===== config.mk =====
export PLATFORM = sky130hd
export DESIGN_NAME = machine_ctrl_flat
export DESIGN_NICKNAME = d
export VERILOG_FILES = /design/src/rtl/machine_ctrl_if.sv /design/src/rtl/machine_ctrl.sv /design/src/flat_wrapper.sv
export SDC_FILE = /design/constraint.sdc
export NUM_CORES = 1
export LEC_CHECK = 0
export ABC_AREA = 1
export BUFFER_PORTS_ARGS = -buffer_cell sky130_fd_sc_hd__clkbuf_2
export CAP_MARGIN = 20
export CORE_AREA = 2 2 39 41
export DETAILED_ROUTE_END_ITERATION = 12
export DIE_AREA = 0 0 41 43
export HOLD_SLACK_MARGIN = 0.02
export PLACE_DENSITY_LB_ADDON = 0.05
export SETUP_SLACK_MARGIN = 0.05
export SLEW_MARGIN = 10
export SYNTH_ARGS = -nofsm -noshare
export SYNTH_HDL_FRONTEND = slang
export SYNTH_SLANG_ARGS = --single-unit

===== constraint.sdc =====
create_clock -name clk -period 1.6 [get_ports clk]
set_input_delay 0.32 -clock clk [delete_from_list [all_inputs] [get_ports clk]]
set_output_delay 0.32 -clock clk [all_outputs]
set_load 0.01 [all_outputs]

===== src/rtl/machine_ctrl_if.sv =====
// Control bus between the instruction sequencer and the CPU datapath:
// run enable, opcode and zero flag in; every datapath strobe plus halt/phase out.
interface machine_ctrl_if;
  logic       ena;
  logic [2:0] opcode;
  logic       zero;
  logic       inc_pc;
  logic       load_pc;
  logic       load_ir;
  logic       rd;
  logic       wr;
  logic       datactl_ena;
  logic       con_alu;
  logic       load_acc;
  logic       halt;
  logic [2:0] phase;

  modport master (
    input  ena, opcode, zero,
    output inc_pc, load_pc, load_ir, rd, wr, datactl_ena, con_alu, load_acc, halt, phase
  );

  modport slave (
    output ena, opcode, zero,
    input  inc_pc, load_pc, load_ir, rd, wr, datactl_ena, con_alu, load_acc, halt, phase
  );
endinterface


===== src/rtl/machine_ctrl.sv =====
// Eight-phase fetch/execute sequencer for the 8-bit RISC CPU; strobes are
// combinational from (phase, opcode, zero), state changes on the rising clk edge.
module machine_ctrl (
  input  logic           clk,
  input  logic           rst,
  machine_ctrl_if.master bus
);
  localparam logic [2:0] P0 = 3'd0;
  localparam logic [2:0] P1 = 3'd1;
  localparam logic [2:0] P2 = 3'd2;
  localparam logic [2:0] P3 = 3'd3;
  localparam logic [2:0] P4 = 3'd4;
  localparam logic [2:0] P5 = 3'd5;
  localparam logic [2:0] P6 = 3'd6;
  localparam logic [2:0] P7 = 3'd7;

  localparam logic [2:0] OP_HLT = 3'b000;
  localparam logic [2:0] OP_SKZ = 3'b001;
  localparam logic [2:0] OP_ADD = 3'b010;
  localparam logic [2:0] OP_AND = 3'b011;
  localparam logic [2:0] OP_XOR = 3'b100;
  localparam logic [2:0] OP_LDA = 3'b101;
  localparam logic [2:0] OP_STO = 3'b110;
  localparam logic [2:0] OP_JMP = 3'b111;

  logic [2:0] phase_q, phase_d;
  logic       halted_q, halted_d;

  logic active;
  logic is_alu;
  logic hlt_now;
  logic inc_pc, load_pc, load_ir, rd, wr, datactl_ena, con_alu, load_acc;

  assign active  = !rst && bus.ena && !halted_q;
  assign is_alu  = (bus.opcode == OP_ADD) || (bus.opcode == OP_AND) ||
                   (bus.opcode == OP_XOR) || (bus.opcode == OP_LDA);
  assign hlt_now = active && (phase_q == P3) && (bus.opcode == OP_HLT);

  // Halted parks at P3 regardless of ena; only rst (in always_ff) leaves it.
  always_comb begin
    phase_d  = phase_q;
    halted_d = halted_q;
    if (halted_q) begin
      phase_d = P3;
    end else if (!bus.ena) begin
      phase_d = P0;
    end else if (hlt_now) begin
      halted_d = 1'b1;
      phase_d  = P3;
    end else begin
      phase_d = phase_q + 3'd1;
    end
  end

  always_ff @(posedge clk) begin
    if (rst) begin
      phase_q  <= P0;
      halted_q <= 1'b0;
    end else begin
      phase_q  <= phase_d;
      halted_q <= halted_d;
    end
  end

  always_comb begin
    inc_pc      = 1'b0;
    load_pc     = 1'b0;
    load_ir     = 1'b0;
    rd          = 1'b0;
    wr          = 1'b0;
    datactl_ena = 1'b0;
    con_alu     = 1'b0;
    load_acc    = 1'b0;
    if (active) begin
      case (phase_q)
        P0: begin
          rd      = 1'b1;
          load_ir = 1'b1;
        end
        P1: begin
          rd      = 1'b1;
          load_ir = 1'b1;
          inc_pc  = 1'b1;
        end
        P3: begin
          if (is_alu)                    rd          = 1'b1;
          else if (bus.opcode == OP_STO) datactl_ena = 1'b1;
        end
        P4: begin
          if (is_alu) begin
            rd      = 1'b1;
            con_alu = 1'b1;
          end else if (bus.opcode == OP_STO) begin
            datactl_ena = 1'b1;
            wr          = 1'b1;
          end else if (bus.opcode == OP_JMP) begin
            load_pc = 1'b1;
          end else if (bus.opcode == OP_SKZ) begin
            inc_pc = bus.zero;
          end
        end
        P5: begin
          // Two SKZ increments here and at P4 step over one 2-byte instruction.
          if (is_alu)                    load_acc    = 1'b1;
          else if (bus.opcode == OP_STO) datactl_ena = 1'b1;
          else if (bus.opcode == OP_SKZ) inc_pc      = bus.zero;
        end
        P7: begin
          inc_pc = (bus.opcode != OP_JMP);
        end
        default: ;
      endcase
    end
  end

  assign bus.inc_pc      = inc_pc;
  assign bus.load_pc     = load_pc;
  assign bus.load_ir     = load_ir;
  assign bus.rd          = rd;
  assign bus.wr          = wr;
  assign bus.datactl_ena = datactl_ena;
  assign bus.con_alu     = con_alu;
  assign bus.load_acc    = load_acc;
  assign bus.halt        = !rst && (halted_q || hlt_now);
  assign bus.phase       = rst ? P0 : phase_q;
endmodule

===== src/flat_wrapper.sv =====
// flat-port wrapper written by rule: the top's interface ports become plain ports
module machine_ctrl_flat 
  (clk, rst, bus_ena, bus_opcode, bus_zero, bus_inc_pc, bus_load_pc, bus_load_ir, bus_rd, bus_wr, bus_datactl_ena, bus_con_alu, bus_load_acc, bus_halt, bus_phase);
  machine_ctrl_if bus_i ();
  input  logic clk;
  input  logic rst;
  input wire logic [$bits(bus_i.ena)-1:0] bus_ena;
  input wire logic [$bits(bus_i.opcode)-1:0] bus_opcode;
  input wire logic [$bits(bus_i.zero)-1:0] bus_zero;
  output wire logic [$bits(bus_i.inc_pc)-1:0] bus_inc_pc;
  output wire logic [$bits(bus_i.load_pc)-1:0] bus_load_pc;
  output wire logic [$bits(bus_i.load_ir)-1:0] bus_load_ir;
  output wire logic [$bits(bus_i.rd)-1:0] bus_rd;
  output wire logic [$bits(bus_i.wr)-1:0] bus_wr;
  output wire logic [$bits(bus_i.datactl_ena)-1:0] bus_datactl_ena;
  output wire logic [$bits(bus_i.con_alu)-1:0] bus_con_alu;
  output wire logic [$bits(bus_i.load_acc)-1:0] bus_load_acc;
  output wire logic [$bits(bus_i.halt)-1:0] bus_halt;
  output wire logic [$bits(bus_i.phase)-1:0] bus_phase;
  assign bus_i.ena = bus_ena;
  assign bus_i.opcode = bus_opcode;
  assign bus_i.zero = bus_zero;
  assign bus_inc_pc = bus_i.inc_pc;
  assign bus_load_pc = bus_i.load_pc;
  assign bus_load_ir = bus_i.load_ir;
  assign bus_rd = bus_i.rd;
  assign bus_wr = bus_i.wr;
  assign bus_datactl_ena = bus_i.datactl_ena;
  assign bus_con_alu = bus_i.con_alu;
  assign bus_load_acc = bus_i.load_acc;
  assign bus_halt = bus_i.halt;
  assign bus_phase = bus_i.phase;
  machine_ctrl u_core (.clk(clk), .rst(rst), .bus(bus_i));
endmodule

==> results.py <==
metrics = {
    "route": {
        "detail_route.iter0.violations": 1,
        "count_of_nets_left_with_antenna_violations_after_detail_routing": 0,
        "totalWireLength_mm": 1.10,
        "dr_vias_cell": 4.51,
        "route.vias.total": 523,
        "drcViolationCount": 0,
        "routedWlPerCell_um": 9.47,
        "drtPass1Iterations": 4,
    },
    "worst_setup_path": {
        "worstPathRequired_ps": 1280,
        "crit_chain": "ha_4 -> buf_6 -> ha_4 -> nand2_1 -> nand2_1 -> nor2_1 -> nor2_1 -> buf_2",
        "end_kind": "output port",
        "cell_type_group_with_the_largest_total_delay_on_the_critical_path": "flip-flops",
        "crit_path_top_delay_cell": "sky130_fd_sc_hd__dfxtp_4",
        "cp-start-kind": "flip-flop",
        "crit_arrival_ps": 1360,
        "path_class": "reg -> out",
        "critical_path.max_stage_delay_ps": 360,
        "crit_buf_inv": 2,
        "critical_path.max_fanout": 4,
    },
    "floorplan": {
        "die_h_um": 43,
        "top_level_ports": 19,
        "core.rowCount": 14,
        "chipWidth_um": 41,
        "start_util": 0.316,
        "floorplan.core_area_um2": 1380,
        "die-area_um2": 1760,
    },
    "yosys": {
        "mapped_avg_cell_area_um2": 6.54,
        "synthFlopType": "sky130_fd_sc_hd__dfxtp_1",
        "synth_top_area_frac": 0.183,
        "mappedNetlistArea_um2": 438,
        "synthCells": 67,
        "edff_count_synth": 0,
        "synth.distinct_cells": 17,
        "synth_fp_nets": 79,
        "yosys_register_bits": 4,
        "ys_seq_area_frac": 0.183,
        "synth_area_leader_cell": "sky130_fd_sc_hd__dfxtp_1",
        "ys_warns": 0,
        "ys_top_cells_by_area": "sky130_fd_sc_hd__dfxtp_1 18%, sky130_fd_sc_hd__ha_1 14%, sky130_fd_sc_hd__nand2_1 12%",
        "synth-async-reset-ratio": 0,
    },
    "place": {
        "post-dp-hpwl_um": 892,
        "placement.setup.worst_slack_ps": 15.5,
        "dpl_cell_area_um2": 593,
        "rd_place_congestion": 0.713,
        "place.port_buffers": 18,
    },
    "clocking": {
        "root_buffer": "sky130_fd_sc_hd__clkbuf_4",
        "number_of_buffers_inserted_by_hold_repair_at_cts": 0,
        "clk_path_buf_depth": 2,
        "clock-sinks": 4,
        "clk_pin_slew_ps": 30,
        "worstSkewPairLatency_ps": 230,
        "cts_htree_levels": 1,
        "tritoncts": "yes",
        "cts_buffers": 3,
    },
    "cells_and_area": {
        "final_util": 0.554,
        "post_route_cells_drive_above_1_share": 0.590,
        "finish.instance_area_um2": 767,
        "layout.cells.most_common": "sky130_fd_sc_hd__clkbuf_2",
        "finish.net_count": 114,
        "layout.cells.most_common_list": "13 x sky130_fd_sc_hd__clkbuf_2, 12 x sky130_fd_sc_hd__nand2_1, 9 x sky130_fd_sc_hd__nor2_1, 9 x sky130_fd_sc_hd__buf_4, 8 x sky130_fd_sc_hd__inv_1",
        "areaGrowthSynthToFinish_pct": 75.1,
        "antennaDiodeCount": 0,
    },
    "power": {
        "switching_share": 0.290,
        "p_per_area_nw_per_um2": 406,
        "internal_w": 0.000221,
        "sequentialPowerShare": 0.337,
        "combinationalPowerShare": 0.282,
        "power_frac_clock": 0.381,
        "p_leak_nw": 0.375,
        "worst_ir_drop_vdd_mv": 0.346,
        "p_sw_w": 0.0000903,
    },
    "timing": {
        "post-route-min-period_ps": 1680,
        "setup_viol_count_final": 3,
        "period_share": 1.05,
        "setup_slack_ps": -81.7,
        "final-max-slew-violation-count": 0,
        "timing_hold_violations_final": 0,
        "worstMarginPinSlew_ps": 177,
        "setup_repair_after_global_routing_missed_its_margin": "true",
        "fmax_mhz": 595,
        "max-slew-margin-rel": 0.881,
        "clock_skew_ps": 0.192,
    },
    "grt": {
        "grtUsageMet3": 0.0157,
        "grt_pass1_wl_mm": 1.74,
        "global_route.usage.total": 0.148,
        "globalRoute.totalOverflow": 0,
        "grt_max_degree": 9,
        "grt_pass1_vias": 454,
        "grt.met2_usage": 0.263,
        "antenna_found_initial": 0,
        "globalRouteMet1Util": 0.147,
        "gr-max-usage-layer": "met2",
    },
    "flow_run": {
        "cap_viol_max_count": 0,
    },
    "status": {
        "failed_checks": "setup timing",
        "outcome": "finished with violations",
    },
    "worst_hold_path": {
        "worstHoldPathType": "in -> reg",
    },
}
power groups by stage:
stage | registers [W] | logic (W) | clock network, W
2_1_floorplan | 0.000107 | 0.0000424 | 0
6_report | 0.000105 | 0.0000877 | 0.000119
5_1_grt | 0.000106 | 0.0000971 | 0.000139
4_1_cts | 0.000105 | 0.0000881 | 0.000126
3_5_place_dp | 0.000107 | 0.0000764 | 0
3_3_place_gp | 0.000107 | 0.0000766 | 0
worst paths after layout:
path | start | to | slack, ps | depth (start not counted)
worst min-delay path | bus_opcode[2] | u_core.phase_q[2] | 470 | 3
worst max register to register | u_core.phase_q[0] | u_core.phase_q[1] | 350 | 9
worst min register to register | u_core.halted_q | u_core.phase_q[0] | 580 | 4
worst max-delay path | u_core.phase_q[0] | bus_inc_pc | -80 | 8
layer usage:
metal | up-vias | wire [um]
met5 | - | 0
met4 | 0 | 0
met3 | 0 | 37
met2 | 11 | 619
met1 | 230 | 441
li1 | 282 | -
cells by family (layout without fill, tap and decap cells):
logic type	Yosys count	after routing	synth area share
buffers and inverters	12	45	0.103
DFF	4	4	0.183
and+or+nand+nor	39	39	0.474
AOI/OAI and AO/OA	7	7	0.0971
adders and majority gates	5	5	0.143
final cells by class:
| cell class | instances | area (um^2) |
|---|---|---|
| inverters | 12 | 47.5 |
| repair buffers | 30 | 191 |
| fillers | 151 | 617 |
| flip-flops and latches | 4 | 91.3 |
| multi-input cells | 51 | 394 |
| well taps | 16 | 20.0 |
| clock buffers | 3 | 22.5 |
flip-flops by register name (all words and copies together) (netlist names):
register,count
u_core.phase_q,3
u_core.halted_q,1
through the flow:
stage | std cells | hold WS, ps | power (W) | TNS [ps]
2_1_floorplan | 67 | 420 | 0.000149 | 0
3_3_place_gp | 107 | 639 | 0.000183 | 0
3_5_place_dp | 107 | 631 | 0.000183 | 0
4_1_cts | 116 | 457 | 0.000319 | -212
5_1_grt | 116 | 476 | 0.000342 | -665
6_report | 116 | 474 | 0.000311 | -153
timing repair:
action	in CTS	in global routing
setup endpoints to repair	7	9
resized for setup	29	7
buffers inserted	6	0
pin swaps	9	1
endpoints found under the hold margin	0	0
tightest hold or removal path: cells and delay by family:
family,cells,cell delay (ps)
compound gates,1,90
buf+inv,1,110
simple gates,1,140
cells in the mapped netlist (2+ instances only):
library cell	instances
sky130_fd_sc_hd__nor3_2	2
sky130_fd_sc_hd__a21oi_1	3
sky130_fd_sc_hd__ha_1	5
sky130_fd_sc_hd__nand3_1	4
sky130_fd_sc_hd__nor2_4	2
sky130_fd_sc_hd__o21ai_0	3
sky130_fd_sc_hd__nor2_1	11
sky130_fd_sc_hd__nand2_1	14
sky130_fd_sc_hd__inv_1	12
sky130_fd_sc_hd__dfxtp_1	4
Note: power is estimated with default switching activity, not from simulation.
